`src/rtl/if_fetch_stage.sv`:
```
// Instruction-fetch stage: PC register, next-PC selection, instruction-memory
// request handshake and the IF/ID pipeline register.
// The fetch address is held stable across memory wait states. A redirect that
// arrives during a wait is queued, and the stale word is dropped when it returns.
// Optional build macro IF_PERF_CNT_EN adds the perf_fetch_cnt and perf_wait_cnt
// counter outputs.
module if_fetch_stage #(
  parameter logic [31:0] RESET_VECTOR = 32'h8000_0000,
  parameter logic [31:0] ILLOP_VECTOR = 32'h8000_0004,
  parameter logic [31:0] XADR_VECTOR  = 32'h8000_0008
) (
  input  logic        clk,
  input  logic        reset,
  input  logic        IF_PC_Write,
  input  logic        IF_ID_Write,
  input  logic        IF_ID_Flush,
  input  logic [2:0]  ID_PCSrc,
  input  logic [31:0] ID_JumpTarget,
  input  logic [31:0] ID_JrTarget,
  input  logic [2:0]  EX_PCSrc,
  input  logic        EX_ALUOut0,
  input  logic [31:0] EX_BranchTarget,
  output logic [31:0] imem_addr,
  output logic        imem_req,
  input  logic [31:0] imem_rdata,
  input  logic        imem_ready,
  output logic [31:0] PC,
  output logic [31:0] IF_ID_Instr,
  output logic [31:0] IF_ID_PCPlus4,
  output logic        IF_ID_Valid
`ifdef IF_PERF_CNT_EN
  ,
  output logic [31:0] perf_fetch_cnt,
  output logic [31:0] perf_wait_cnt
`endif
);

  localparam logic [0:0] S_RUN   = 1'b0;  // normal fetching
  localparam logic [0:0] S_REDIR = 1'b1;  // stale request outstanding, redirect queued

  logic [0:0]  state;
  logic [31:0] redirect_pc;
  logic [31:0] pc_plus4;
  logic [31:0] redir_target;
  logic        redir_hit;
  logic        redir;
  logic        if_id_load;

  // Bit 31 is the supervisor bit. Only the lower 31 bits advance, so they wrap
  // within the current privilege half of the address space.
  assign pc_plus4  = {PC[31], PC[30:0] + 31'd4};
  assign imem_addr = PC;
  // A request is issued every cycle except while reset is held.
  assign imem_req  = reset;

  // Select the redirect target. A taken EX branch is older than the ID
  // instruction, so it has the highest priority.
  always_comb begin
    // NOTE: default every output of a combinational block first, so that no
    // path leaves it unassigned and infers a latch.
    redir_hit    = 1'b0;
    redir_target = '0;
    if (EX_PCSrc == 3'b001 && EX_ALUOut0) begin
      redir_hit    = 1'b1;
      redir_target = EX_BranchTarget;
    end else begin
      case (ID_PCSrc)
        3'b010:  begin redir_hit = 1'b1; redir_target = ID_JumpTarget; end
        3'b011:  begin redir_hit = 1'b1; redir_target = ID_JrTarget;   end
        3'b100:  begin redir_hit = 1'b1; redir_target = ILLOP_VECTOR;  end
        3'b101:  begin redir_hit = 1'b1; redir_target = XADR_VECTOR;   end
        default: begin redir_hit = 1'b0; redir_target = '0;            end
      endcase
    end
  end

  // A stalled pipeline blocks the redirect. The ID instruction is held and
  // presents the redirect again later.
  assign redir = redir_hit && IF_PC_Write;

  // A good word is latched only in S_RUN on a completed request.
  assign if_id_load = (state == S_RUN) && imem_ready;

  // Update the PC and the redirect FSM. The PC moves only when a request completes.
  always_ff @(posedge clk or negedge reset) begin
    if (!reset) begin
      // NOTE: use non-blocking assignments for all clocked state, so that every
      // register samples values from before the clock edge.
      PC          <= RESET_VECTOR;
      state       <= S_RUN;
      redirect_pc <= '0;
    end else begin
      case (state)
        S_RUN: begin
          if (imem_ready) begin
            if (redir)            PC <= redir_target;
            else if (IF_PC_Write) PC <= pc_plus4;
          end else if (redir) begin
            redirect_pc <= redir_target;
            state       <= S_REDIR;
          end
        end
        S_REDIR: begin
          if (redir) redirect_pc <= redir_target;
          if (imem_ready) begin
            PC    <= redir ? redir_target : redirect_pc;
            state <= S_RUN;
          end
        end
        default: state <= S_RUN;
      endcase
    end
  end

  // Update the IF/ID register. A flush bubble overrides a hold.
  always_ff @(posedge clk or negedge reset) begin
    if (!reset) begin
      IF_ID_Instr   <= '0;
      IF_ID_PCPlus4 <= '0;
      IF_ID_Valid   <= 1'b0;
    end else if (IF_ID_Flush) begin
      IF_ID_Instr   <= '0;
      IF_ID_PCPlus4 <= '0;
      IF_ID_Valid   <= 1'b0;
    end else if (IF_ID_Write) begin
      if (if_id_load) begin
        IF_ID_Instr   <= imem_rdata;
        IF_ID_PCPlus4 <= pc_plus4;
        IF_ID_Valid   <= 1'b1;
      end else begin
        IF_ID_Instr   <= '0;
        IF_ID_PCPlus4 <= '0;
        IF_ID_Valid   <= 1'b0;
      end
    end
  end

`ifdef IF_PERF_CNT_EN
  // Count valid IF/ID loads and cycles spent waiting on instruction memory.
  always_ff @(posedge clk or negedge reset) begin
    if (!reset) begin
      perf_fetch_cnt <= '0;
      perf_wait_cnt  <= '0;
    end else begin
      if (!IF_ID_Flush && IF_ID_Write && if_id_load) perf_fetch_cnt <= perf_fetch_cnt + 32'd1;
      if (imem_req && !imem_ready)                   perf_wait_cnt  <= perf_wait_cnt + 32'd1;
    end
  end
`endif

endmodule

```
`config.mk`:
```
export PLATFORM = sky130hd
export DESIGN_NAME = if_fetch_stage
export DESIGN_NICKNAME = d
export VERILOG_FILES = /design/src/rtl/if_fetch_stage.sv
export SDC_FILE = /design/constraint.sdc
export NUM_CORES = 1
export LEC_CHECK = 0
export CAP_MARGIN = 20
export CORE_MARGIN = 3
export CORE_UTILIZATION = 24
export DETAILED_ROUTE_END_ITERATION = 7
export HOLD_SLACK_MARGIN = 0.1
export PLACE_DENSITY = 0.52
export SLEW_MARGIN = 30
export SYNTH_ARGS = -nofsm -noshare
export SYNTH_HDL_FRONTEND = slang
export SYNTH_SLANG_ARGS = --single-unit
```
`constraint.sdc`:
```
create_clock -name clk -period 3.67 [get_ports clk]
set_clock_uncertainty 0.05 [all_clocks]
set_input_delay 0.734 -clock clk [delete_from_list [all_inputs] [get_ports clk]]
set_output_delay 0.734 -clock clk [all_outputs]
set_load 0.1 [all_outputs]
```
==> results.tsv <==
stage	metric	value	unit
run_status	outcome	finished, final reports clean	
power	leakage	4.307	nW
clock_tree	cts_tree	built	
placed_design	dpl.hpwl	18.31	mm
clock_tree	ctsLongestPathBuffers	2	
synthesis	synth_area	6897	µm²
floorplanning	core	28090	µm²
sta	tns	0	ps
job	max-cap-violations	0	
placed_design	gp_congestion	0.7526	
setup_path	crit_fanout	6	
cells_and_area	stdcell_area	10250	µm²
cells_and_area	antenna_cells	0	
clock_tree	path_clk_slew	60	ps
sta	setup_viol	0	
detailed_routing	drc_errors	0	
setup_path	crit_type	reg -> out	
sta	finalCritPeriodShare	77.69	%
floorplanning	dieWidth	175.5	µm
cells_and_area	fin_nets	1070	
setup_path	r2r_setup_slack	1110	ps
cells_and_area	final_common_cell	clkdlybuf4s50_1	
synthesis	synthCells	704	
power	vdd_drop_max	327.0	µV
clock_tree	hold_buffers	0	
placed_design	placed_cell_area	9659	µm²
setup_path	max_stage_delay	1190	ps
grt	grt_pass1_vias	5732	
floorplanning	dieArea	30810	µm²
grt	grt_start_max_net_pins	68	
power	power_density	607.7	nW/µm²
grt	grt_overflow	0	
clock_tree	cts_sinks	130	
synthesis	yosys.cell_types.count	63	
detailed_routing	drt_iter0_markers	337	
floorplanning	rows	61	
setup_path	slowest_stage	clkdlybuf4s50_1	
clock_tree	cts_max_level	4	
clock_tree	insertion_delay	410	ps
synthesis	syn_avg_cell_area	9.796	µm²
synthesis	async_reset_ff_share	100.0	%
synthesis	syn-num-nets	846	
floorplanning	io_pins	271	
floorplanning	initial_core_util	24.55	%
sta	max_freq	0.3507	GHz
setup_path	r2r-end	PC[28]	
setup_path	critPathLaunchType	register	
detailed_routing	wl	23.67	mm
sta	rsz0062_at_grt	false	
grt	grt_pass1_wl	35.36	mm
setup_path	reg2reg_from	PC[2]	
synthesis	synth_warnings	0	
sta	relSlewSlack	32.72	%
clock_tree	ctsResizeCount	0	
setup_path	arrival	2070	ps
setup_path	path_cells	clkdlybuf4s50_1	
sta	fin_crit	2851	ps
clock_tree	cts_root_buf	clkbuf_16	
cells_and_area	layout_common_cells	204 x clkdlybuf4s50_1, 129 x dfrtp_1, 82 x nand2_1, 82 x buf_4, 69 x o21ai_0	
placed_design	dpl_worst_slack	518.3	ps
grt	antenna_found_initial	0	
clock_tree	cts_made_buffers	17	
synthesis	synth-seq-cells	130	
setup_path	crit_buf_inv	1	
detailed_routing	firstDrtPassIters	5	
detailed_routing	wire_per_inst	17.96	µm
sta	worst_pin_slew	1006	ps
power	total_power	0.006232	W
sta	finalWorstSetupSlack	818.9	ps
synthesis	synth_edf_count	0	
min_path	min_path_type	in -> async	
placed_design	port_buffers	270	
setup_path	critPathRequiredTime	2890	ps
sta	drv_slew	0	
detailed_routing	ant_nets	0	
setup_path	crit_family	buffers and inverters	
setup_path	endpoint_kind	output port	
cells_and_area	syn2layout_area_growth	48.69	%
detailed_routing	via_count	6034	
sta	final-hold-violation-count	0	
clock_tree	post_cts_buffers	0	
synthesis	seq_area_frac_synth	47.19	%
grt	grtUsageTotal	14.86	%
floorplanning	fp.dieH	175.5	µm
setup_path	worstRegToRegCells	6	
cells_and_area	drive_gt1_share	15.74	%
detailed_routing	vias_per_cell	4.578	
synthesis	synth_ff_type	dfrtp_1	
## metrics by stage
step / hold WS (ps) / cells / util (%)
finish: 143.0 / 1318 / 36.51
global route: 155.0 / 1318 / 36.51
CTS: 140.6 / 1318 / 36.50
detailed placement: 416.2 / 1287 / 34.39
global placement: 403.9 / 1286 / 34.29
floorplan: 388.4 / 704 / -
## layout make-up
type,count,area (µm²)
inverter,11,41.29
clock buffer,20,456.7
sequential,130,3254
timing repair buffer,291,2741
multi-input combinational,477,3152
tap,378,473.0
fill,2889,17830
clock inverter,11,136.4
## Yosys cell counts (2+ instances only)
cell	number	area [µm²]
buf_2	6	30.03
dfrtp_1	129	3228
a22o_1	50	437.9
inv_1	10	37.54
a21oi_1	43	215.2
o21ai_0	70	350.3
xor2_1	5	43.79
a22oi_1	6	45.04
nand4_1	4	25.02
buf_4	34	255.2
clkbuf_1	37	138.9
nor4_1	2	12.51
o31ai_1	8	60.06
nor2b_1	3	18.77
o21ai_1	2	10.01
mux2_2	11	123.9
o22a_1	4	35.03
a2bb2oi_1	4	35.03
buf_1	5	18.77
nor3_1	25	125.1
nand2_1	82	307.8
o221ai_1	4	35.03
xnor2_1	22	192.7
o22ai_1	6	37.54
a31oi_1	2	12.51
or4_1	2	15.01
nor2_1	21	78.83
nand2b_1	4	25.02
clkbuf_8	4	55.05
nand3_1	11	55.05
and3_1	5	31.28
mux2i_1	38	380.4
o31a_1	8	70.07
o211ai_1	5	37.54
o2bb2ai_1	4	35.03
## worst max-delay path by stage
stage,slack [ps],from,end,cells after the start
2_1_floorplan,750,PC[2],PC[28],6
3_3_place_gp,560,EX_ALUOut0,PC[18],8
3_5_place_dp,520,EX_PCSrc[1],PC[16],8
4_1_cts,780,PC[30],PC[30],1
5_1_grt,740,PC[3],imem_addr[3],1
6_report,820,PC[20],imem_addr[20],1
## sequential cells by signal, indices dropped and copies added (netlist names)
signal,cells
IF_ID_Instr,32
IF_ID_PCPlus4,32
PC,32
redirect_pc,32
IF_ID_Valid,1
state,1
## logic make-up (layout without fill, tap and decap cells)
kind of cell / Yosys count / in the layout / share of synthesized area [%]
AO/OA/AOI/OAI: 224 / 224 / 21.61
AND/OR/NAND/NOR: 176 / 176 / 12.46
flip-flops: 130 / 130 / 47.19
buffers and inverters: 97 / 333 / 7.819
multiplexers: 49 / 49 / 7.311
XOR/XNOR: 27 / 27 / 3.429
adder cells (fa/ha/maj): 1 / 1 / 0.1814
## routing by layer
metal / part of all wire (%) / wire length (µm) / GRT usage [%] / vias up
li1: - / - / - / 2979
met1: 52 / 12280 / 23.11 / 2785
met2: 41 / 9589 / 20.76 / 259
met3: 6.7 / 1591 / 3.286 / 11
met4: 0.87 / 206 / 3.464 / 0
met5: 0 / 0 / 0 / -
## power by group
group / leakage [nW] / internal (W) / switching [W]
registers: 1.73 / 0.00161 / 0.000245
logic: 2.28 / 0.000661 / 0.00201
clock network: 0.295 / 0.00109 / 0.000620
total: 4.31 / 0.00336 / 0.00287
No activity file was read; power rests on OpenSTA's default activity.
